--- config.mk ---
export PLATFORM = sky130hd
export DESIGN_NAME = data_mem_responder
export DESIGN_NICKNAME = d
export VERILOG_FILES = /design/src/rtl/data_mem_responder.sv
export SDC_FILE = /design/constraint.sdc
export NUM_CORES = 2
export LEC_CHECK = 0
export ABC_AREA = 0
export CAP_MARGIN = 20
export CORE_MARGIN = 2
export CORE_UTILIZATION = 27
export DETAILED_ROUTE_END_ITERATION = 10
export PLACE_DENSITY_LB_ADDON = 0.2
export SYNTH_ARGS = -nofsm -noshare
export SYNTH_HDL_FRONTEND = slang
export SYNTH_MEMORY_MAX_BITS = 65536
export SYNTH_SLANG_ARGS = --single-unit
--- constraint.sdc ---
create_clock -name Clock -period 1.9 [get_ports Clock]
set_clock_uncertainty 0.1 [all_clocks]
set_input_delay 0.38 -clock Clock [delete_from_list [all_inputs] [get_ports Clock]]
set_output_delay 0.38 -clock Clock [all_outputs]
set_load 0.01 [all_outputs]
--- src/rtl/data_mem_responder.sv ---
// data_mem_responder
// Far end of the processor data port (DataAddr/DataOut/WriteData/ReadData/
// DataIn/DataDone). It accepts one request per cycle with no back-pressure.
// A request that is sampled at the edge ending cycle c completes in cycle
// c+READ_LATENCY.
//
// Pipeline organisation:
//   - Stage 0 holds the registered memory read. Stages 1..READ_LATENCY-1
//     shift that word forward.
//   - DataDone is the valid bit of the last stage.
//   - DataIn shows the last stage's word when a read completes. Otherwise it
//     shows the value held from the most recent read completion.
//
// Optional feature: define DATA_MEM_STATS_EN to add the saturating
// ReadCount/WriteCount outputs.
module data_mem_responder #(
  parameter int WORD_SIZE    = 16,
  parameter int DEPTH        = 256,
  parameter int READ_LATENCY = 2
) (
  input  logic                 Clock,
  input  logic                 Reset,
  input  logic [WORD_SIZE-1:0] DataAddr,
  input  logic [WORD_SIZE-1:0] DataOut,
  input  logic                 WriteData,
  input  logic                 ReadData,
  output logic [WORD_SIZE-1:0] DataIn,
  output logic                 DataDone,
`ifdef DATA_MEM_STATS_EN
  output logic [WORD_SIZE-1:0] ReadCount,
  output logic [WORD_SIZE-1:0] WriteCount,
`endif
  output logic                 AddrErr
);

  localparam int ADDR_BITS = $clog2(DEPTH);
  localparam int LAST      = READ_LATENCY - 1;

  // Storage has no reset, so it can map onto block RAM.
  logic [WORD_SIZE-1:0] mem [DEPTH];

  logic [ADDR_BITS-1:0] addr_idx;
  logic                 addr_oor;
  logic                 req_read;
  logic                 req_write;
  logic                 req_illegal;

  // Per-stage token flags. These are cleared by reset.
  logic [READ_LATENCY-1:0] stg_valid_reg;
  logic [READ_LATENCY-1:0] stg_read_reg;
  logic                    stg0_oor_reg;

  // Per-stage data. This is qualified by the valid flags, so it has no reset.
  logic [WORD_SIZE-1:0] stg_data_reg [READ_LATENCY];
  logic [WORD_SIZE-1:0] stage_word   [READ_LATENCY];

  logic [WORD_SIZE-1:0] data_hold_reg;
  logic                 addr_err_reg;
  logic                 last_is_read;

  assign addr_idx    = DataAddr[ADDR_BITS-1:0];
  assign req_illegal = ReadData & WriteData;
  assign req_read    = ReadData & ~WriteData;
  assign req_write   = WriteData & ~ReadData;

  // Any set bit above the index field makes the request out of range.
  // When DEPTH spans the whole address space, no request is out of range.
  generate
    if (ADDR_BITS < WORD_SIZE) begin : g_oor
      assign addr_oor = |DataAddr[WORD_SIZE-1:ADDR_BITS];
    end else begin : g_no_oor
      assign addr_oor = 1'b0;
    end
  endgenerate

  // Each stage's word as seen downstream.
  // An out-of-range read is forced to zero as it leaves stage 0.
  generate
    for (genvar gi = 0; gi < READ_LATENCY; gi++) begin : g_stage_word
      if (gi == 0) begin : g_first
        assign stage_word[gi] = stg0_oor_reg ? '0 : stg_data_reg[gi];
      end else begin : g_rest
        assign stage_word[gi] = stg_data_reg[gi];
      end
    end
  endgenerate

  // Memory write commits at the sampling edge.
  // A read in the next cycle therefore sees the new data.
  always_ff @(posedge Clock) begin
    if (req_write && !addr_oor) begin
      mem[addr_idx] <= DataOut;
    end
  end

  // Registered memory read into stage 0, followed by the data shift chain.
  always_ff @(posedge Clock) begin
    stg_data_reg[0] <= mem[addr_idx];
    for (int k = 1; k < READ_LATENCY; k++) begin
      stg_data_reg[k] <= stage_word[k-1];
    end
  end

  // Token pipeline, read-result hold register and sticky error flag.
  always_ff @(posedge Clock or posedge Reset) begin
    if (Reset) begin
      stg_valid_reg <= '0;
      stg_read_reg  <= '0;
      stg0_oor_reg  <= 1'b0;
      data_hold_reg <= '0;
      addr_err_reg  <= 1'b0;
    end else begin
      stg_valid_reg[0] <= req_read | req_write;
      stg_read_reg[0]  <= req_read;
      stg0_oor_reg     <= addr_oor;
      for (int k = 1; k < READ_LATENCY; k++) begin
        stg_valid_reg[k] <= stg_valid_reg[k-1];
        stg_read_reg[k]  <= stg_read_reg[k-1];
      end
      if (last_is_read) begin
        data_hold_reg <= stage_word[LAST];
      end
      if (req_illegal || ((req_read || req_write) && addr_oor)) begin
        addr_err_reg <= 1'b1;
      end
    end
  end

  assign last_is_read = stg_valid_reg[LAST] & stg_read_reg[LAST];
  assign DataDone     = stg_valid_reg[LAST];
  assign DataIn       = last_is_read ? stage_word[LAST] : data_hold_reg;
  assign AddrErr      = addr_err_reg;

`ifdef DATA_MEM_STATS_EN
  logic [WORD_SIZE-1:0] read_count_reg;
  logic [WORD_SIZE-1:0] write_count_reg;

  // Saturating counters of accepted requests.
  // Out-of-range requests are counted; illegal requests are not.
  always_ff @(posedge Clock or posedge Reset) begin
    if (Reset) begin
      read_count_reg  <= '0;
      write_count_reg <= '0;
    end else begin
      if (req_read && read_count_reg != '1) begin
        read_count_reg <= read_count_reg + 1'b1;
      end
      if (req_write && write_count_reg != '1) begin
        write_count_reg <= write_count_reg + 1'b1;
      end
    end
  end

  assign ReadCount  = read_count_reg;
  assign WriteCount = write_count_reg;
`endif

endmodule

After elaboration in Yosys (flattened, before gate mapping)
Memories as Yosys holds them, arrays and structs flattened.
Cells that the tools add are included.
{ "word_totals": {"ramBits": 4128, "n_memories": 2, "input_bits": 36, "wordCells": 24, "reg_bits": 22} }
{ "classes": {"reduce_logical": 6, "mux": 4, "bitwise_logic": 7} }
{ "mem_list": {"columns": ["memory", "depth", "width", "read_ports", "rd_clocked_by_memory_dff", "wr", "line", "rtl"], "rows": [
  ["mem", 256, 16, 1, 0, 1, "40", "logic [WORD_SIZE-1:0] mem [DEPTH];"],
  ["stg_data_reg", 2, 16, 2, 0, 2, "54", "logic [WORD_SIZE-1:0] stg_data_reg [READ_LATENCY];"]
]} }
{ "ops": {"columns": ["cell", "n"], "rows": [
  ["16-bit 2-to-1 mux", 2],
  ["8-bit OR reduction", 1],
  ["1-bit AND", 4],
  ["1-bit logical AND", 2],
  ["1-bit logical OR", 2],
  ["1-bit 2-to-1 mux", 2],
  ["1-bit NOT", 2],
  ["1-bit zero test", 1],
  ["1-bit bitwise OR", 1]
]} }

Depth between registers and ports, before layout
{ "logic_depth": {"depth_word": 5, "ltp_mapped": 9, "ltp_nobuf": 6} }

Worst setup path after synthesis
No wires, ideal clock.
{ "synth_timing": {"path_type": "input-to-reg", "start": "input DataAddr[1]", "end": "memory mem[182][0] (enable)", "setup_slack_ns": -1.165, "arrival_time_ns": 2.576, "required_time_ns": 1.412, "path_stages": 9, "path_cell_list": "buf_2 buf_2 buf_2 buf_4 inv_1 nor3_1 nand2_1 buf_2 nor2_1"} }
{ "synth_lines": {"columns": ["item", "line", "rtl"], "rows": [
  ["start, declared", "23", "input logic [WORD_SIZE-1:0] DataAddr,"],
  ["end, declared", "40", null]
]} }
No word-level cell before the write port.

Worst setup path in the final report
{ "layout_timing": {"start": "register stg_valid_reg[1]", "end": "output DataIn[5]"} }
{ "layout_between": {"elab_chain_len": 2} }
{ "layout_rtl": {"columns": ["item", "line", "rtl"], "rows": [
  ["start, declared", "49", "logic [READ_LATENCY-1:0] stg_valid_reg;"],
  ["start signal, assigned by index", "117", "stg_valid_reg[k] <= stg_valid_reg[k-1];"],
  ["1-bit AND", "129", "assign last_is_read = stg_valid_reg[LAST] & stg_read_reg[LAST];"],
  ["16-bit 2-to-1 mux", "131", "assign DataIn = last_is_read ? stage_word[LAST] : data_hold_reg;"],
  ["end, declared", "27", "output logic [WORD_SIZE-1:0] DataIn,"]
]} }
No other way between the ends.

==> flow_summary.json <==
{
  "period_minus_slack_ns": 2.82,
  "hold_viol": 0,
  "dp_cells": 15440,
  "fill_cells": 53240,
  "synth.largest_area_cell": "edfxtp_1",
  "cp_data_arrival_time_ns": 2.34,
  "dieHeight_um": 765,
  "routed_wl_um": 477000,
  "netlist.area_leader.share": 0.786,
  "placed_cell_area_um2": 183000,
  "antenna_found_initial": 34,
  "final_nets": 8210,
  "rsz0062_at_grt": "yes",
  "synth_warnings": 0,
  "max_clock_freq_mhz": 355,
  "ff_latch_area_um2": 124000,
  "cp-end-kind": "primary output",
  "ys_seq_elements": 4150,
  "multi_input_area_um2": 34500,
  "globalplace.congestion": 0.768,
  "synth.distinct_cells": 26,
  "postRouteAntennaNets": 0,
  "start_util": 0.271,
  "start_kind": "flop",
  "clkTransAtPathRegs_ns": 0.06,
  "power.density_nw_per_um2": 987,
  "clkSinkCount": 4150,
  "seq_area_frac_synth": 0.794,
  "vdd_drop_max_v": 0.000813,
  "grt_max_degree": 101,
  "drt_iter0_drc": 7865,
  "cts_made_buffers": 441,
  "max_slew_margin": 0.521,
  "avgSynthCellArea_um2": 23.0,
  "whs_ns": 0.158,
  "port_buffers": 53,
  "drive_gt1_frac": 0.420,
  "route.detailed.drc": 0,
  "setup_viol": 159,
  "htreeDepth": 5,
  "core-area_um2": 577000,
  "pre_cts_ws_ns": -2.23,
  "pin_count": 54,
  "vias_per_cell": 4.78,
  "cap_violations": 0,
  "cts_tree": "yes",
  "path_cells": "nand2_4, buf_12, mux2_4, buf_6",
  "drt-pass1-iter-count": 5,
  "min_period_over_period": 1.48,
  "clk_latency_ns": 1.04,
  "dp_hpwl_um": 309000,
  "path_max_fanout": 5,
  "vias": 77794,
  "hp-class": "in -> reg",
  "syn2layout_area_growth_pct": 27.9,
  "status": "finished, violations left",
  "rows": 279,
  "required_ns": 1.42,
  "crit_type": "reg -> out",
  "cts_buffer_depth": 4,
  "fin_area_um2": 200000,
  "worst_slew_pin_slew_ns": 0.718,
  "grt_pass1_vias": 81398,
  "layout_common_cells": "edfxtp_1 (4,096), mux4_2 (1,024), buf_4 (703)",
  "largest_reg_flops": 4096,
  "die_w_um": 765,
  "synth_nets": 6829,
  "setup_slack_ns": -0.919,
  "wl_per_cell_um": 29.3,
  "grt_use_total": 0.160,
  "cpMaxStageDelayCell": "mux2_4",
  "syn-cell-area_um2": 156000,
  "overflow": 0,
  "failed_checks": "setup timing",
  "die_area_um2": 585000,
  "synthTopCellsByArea": "edfxtp_1 (79%), mux4_2 (15%), a22oi_1 (2.5%), a21oi_1 (0.82%), nor2_1 (0.63%)",
  "clockRootBuffer": "clkbuf_16",
  "layoutNonFillerInstCount": 16280,
  "syn-instance-count": 6790,
  "layout_commonest_cell": "edfxtp_1",
  "max_stage_delay_ns": 0.44,
  "cp_num_buf_inv": 2,
  "slew_violations": 0,
  "grt_pass1_wl_um": 663000,
  "power.leakage_nw": 62.2,
  "cpLargestDelayFamily": "multiplexers"
}
-- timing repair --
item / 4_1_cts / 5_1_grt
gates resized for setup: 402 / 111
pin swaps: 125 / 74
hold buffers: 22 / 0
hold endpoints to repair: 3783 / 0
buffers inserted: 14 / 10
cloned: 2 / 2
endpoints found under the setup margin: 3358 / 1531
-- through the flow --
| stage | power (mW) | TNS [ns] | utilization |
|---|---|---|---|
| finish | 197 | -24.55 | 0.347 |
| global route | 203 | -26.38 | 0.347 |
| detailed placement | 113 | -5113.92 | 0.317 |
| floorplan | 107 | -2206.51 | - |
| CTS | 200 | -28.52 | 0.346 |
| global placement | 113 | -5191.15 | 0.317 |
-- logic make-up (layout without fill, tap and decap cells) --
logic type / count (synthesis) / count (layout) / synth area share
adder cells (fa/ha/maj): 3 / 3 / 0.000240
multiplexers: 1040 / 1040 / 0.149
buffers and inverters: 419 / 2173 / 0.0116
other: 0 / 9 / 0
AO/OA/AOI/OAI: 833 / 833 / 0.0364
AND/OR/NAND/NOR: 345 / 345 / 0.00907
flip-flops: 4150 / 4150 / 0.794
-- cell usage after synthesis --
cell type / n
a21oi_1: 256
mux4_2: 1024
nand3_1: 5
a22oi_1: 512
dfxtp_1: 32
nor4_1: 2
nor3_1: 2
buf_6: 7
nor2_1: 261
inv_1: 5
ha_1: 3
clkbuf_1: 257
buf_4: 17
buf_2: 96
nor2b_1: 22
nand2b_1: 2
or2_2: 1
buf_1: 37
o41ai_1: 64
and2_1: 2
nand2_1: 31
nand4_1: 17
edfxtp_1: 4096
mux2_2: 16
a211o_1: 1
dfrtp_1: 22
-- per-layer routing --
layer  part of all wire  global-route usage  vias up
met2               0.49               0.267     2115
met1               0.44               0.223    43054
met4              0.024              0.0352        8
met3              0.050              0.0217      501
li1                   -                   -    32116
met5            0.00012                   0        -
-- final timing paths --
kind | from | end | slack [ns] | cells past startpoint
setup / recovery | stg_valid_reg[1]$_DFF_PP0_ | DataIn[5] | -0.92 | 4
hold / removal | DataOut[2] | mem[186][2]$_DFFE_PP_ | 0.16 | 2
setup reg to reg | mem[31][10]$_DFFE_PP_ | stg_data_reg[0][10]$_DFF_P_ | -0.63 | 6
hold reg to reg | stg_valid_reg[0]$_DFF_PP0_ | stg_valid_reg[1]$_DFF_PP0_ | 0.25 | 0
max in group asynchronous | Reset | data_hold_reg[4]$_DFF_PP0_ | 1.08 | 4
min in group asynchronous | Reset | stg_valid_reg[0]$_DFF_PP0_ | 0.22 | 4
-- report_power, final --
group	leakage (nW)	switching (mW)	internal, mW
Clock	7.02	36.5	49.2
Combinational	17.9	6.57	4.52
Sequential	37.4	0.0782	101
Total	62.2	43.1	154
-- final cells by class --
type,count,area share
antenna,9,0.000113
clock buffer,538,0.0581
clock inverter,278,0.0136
inverter,5,0.0000938
multi-input combinational,2221,0.172
sequential,4150,0.621
tap,7727,0.0483
timing repair buffer,1352,0.0866
Power figures use the tool's default switching activity.
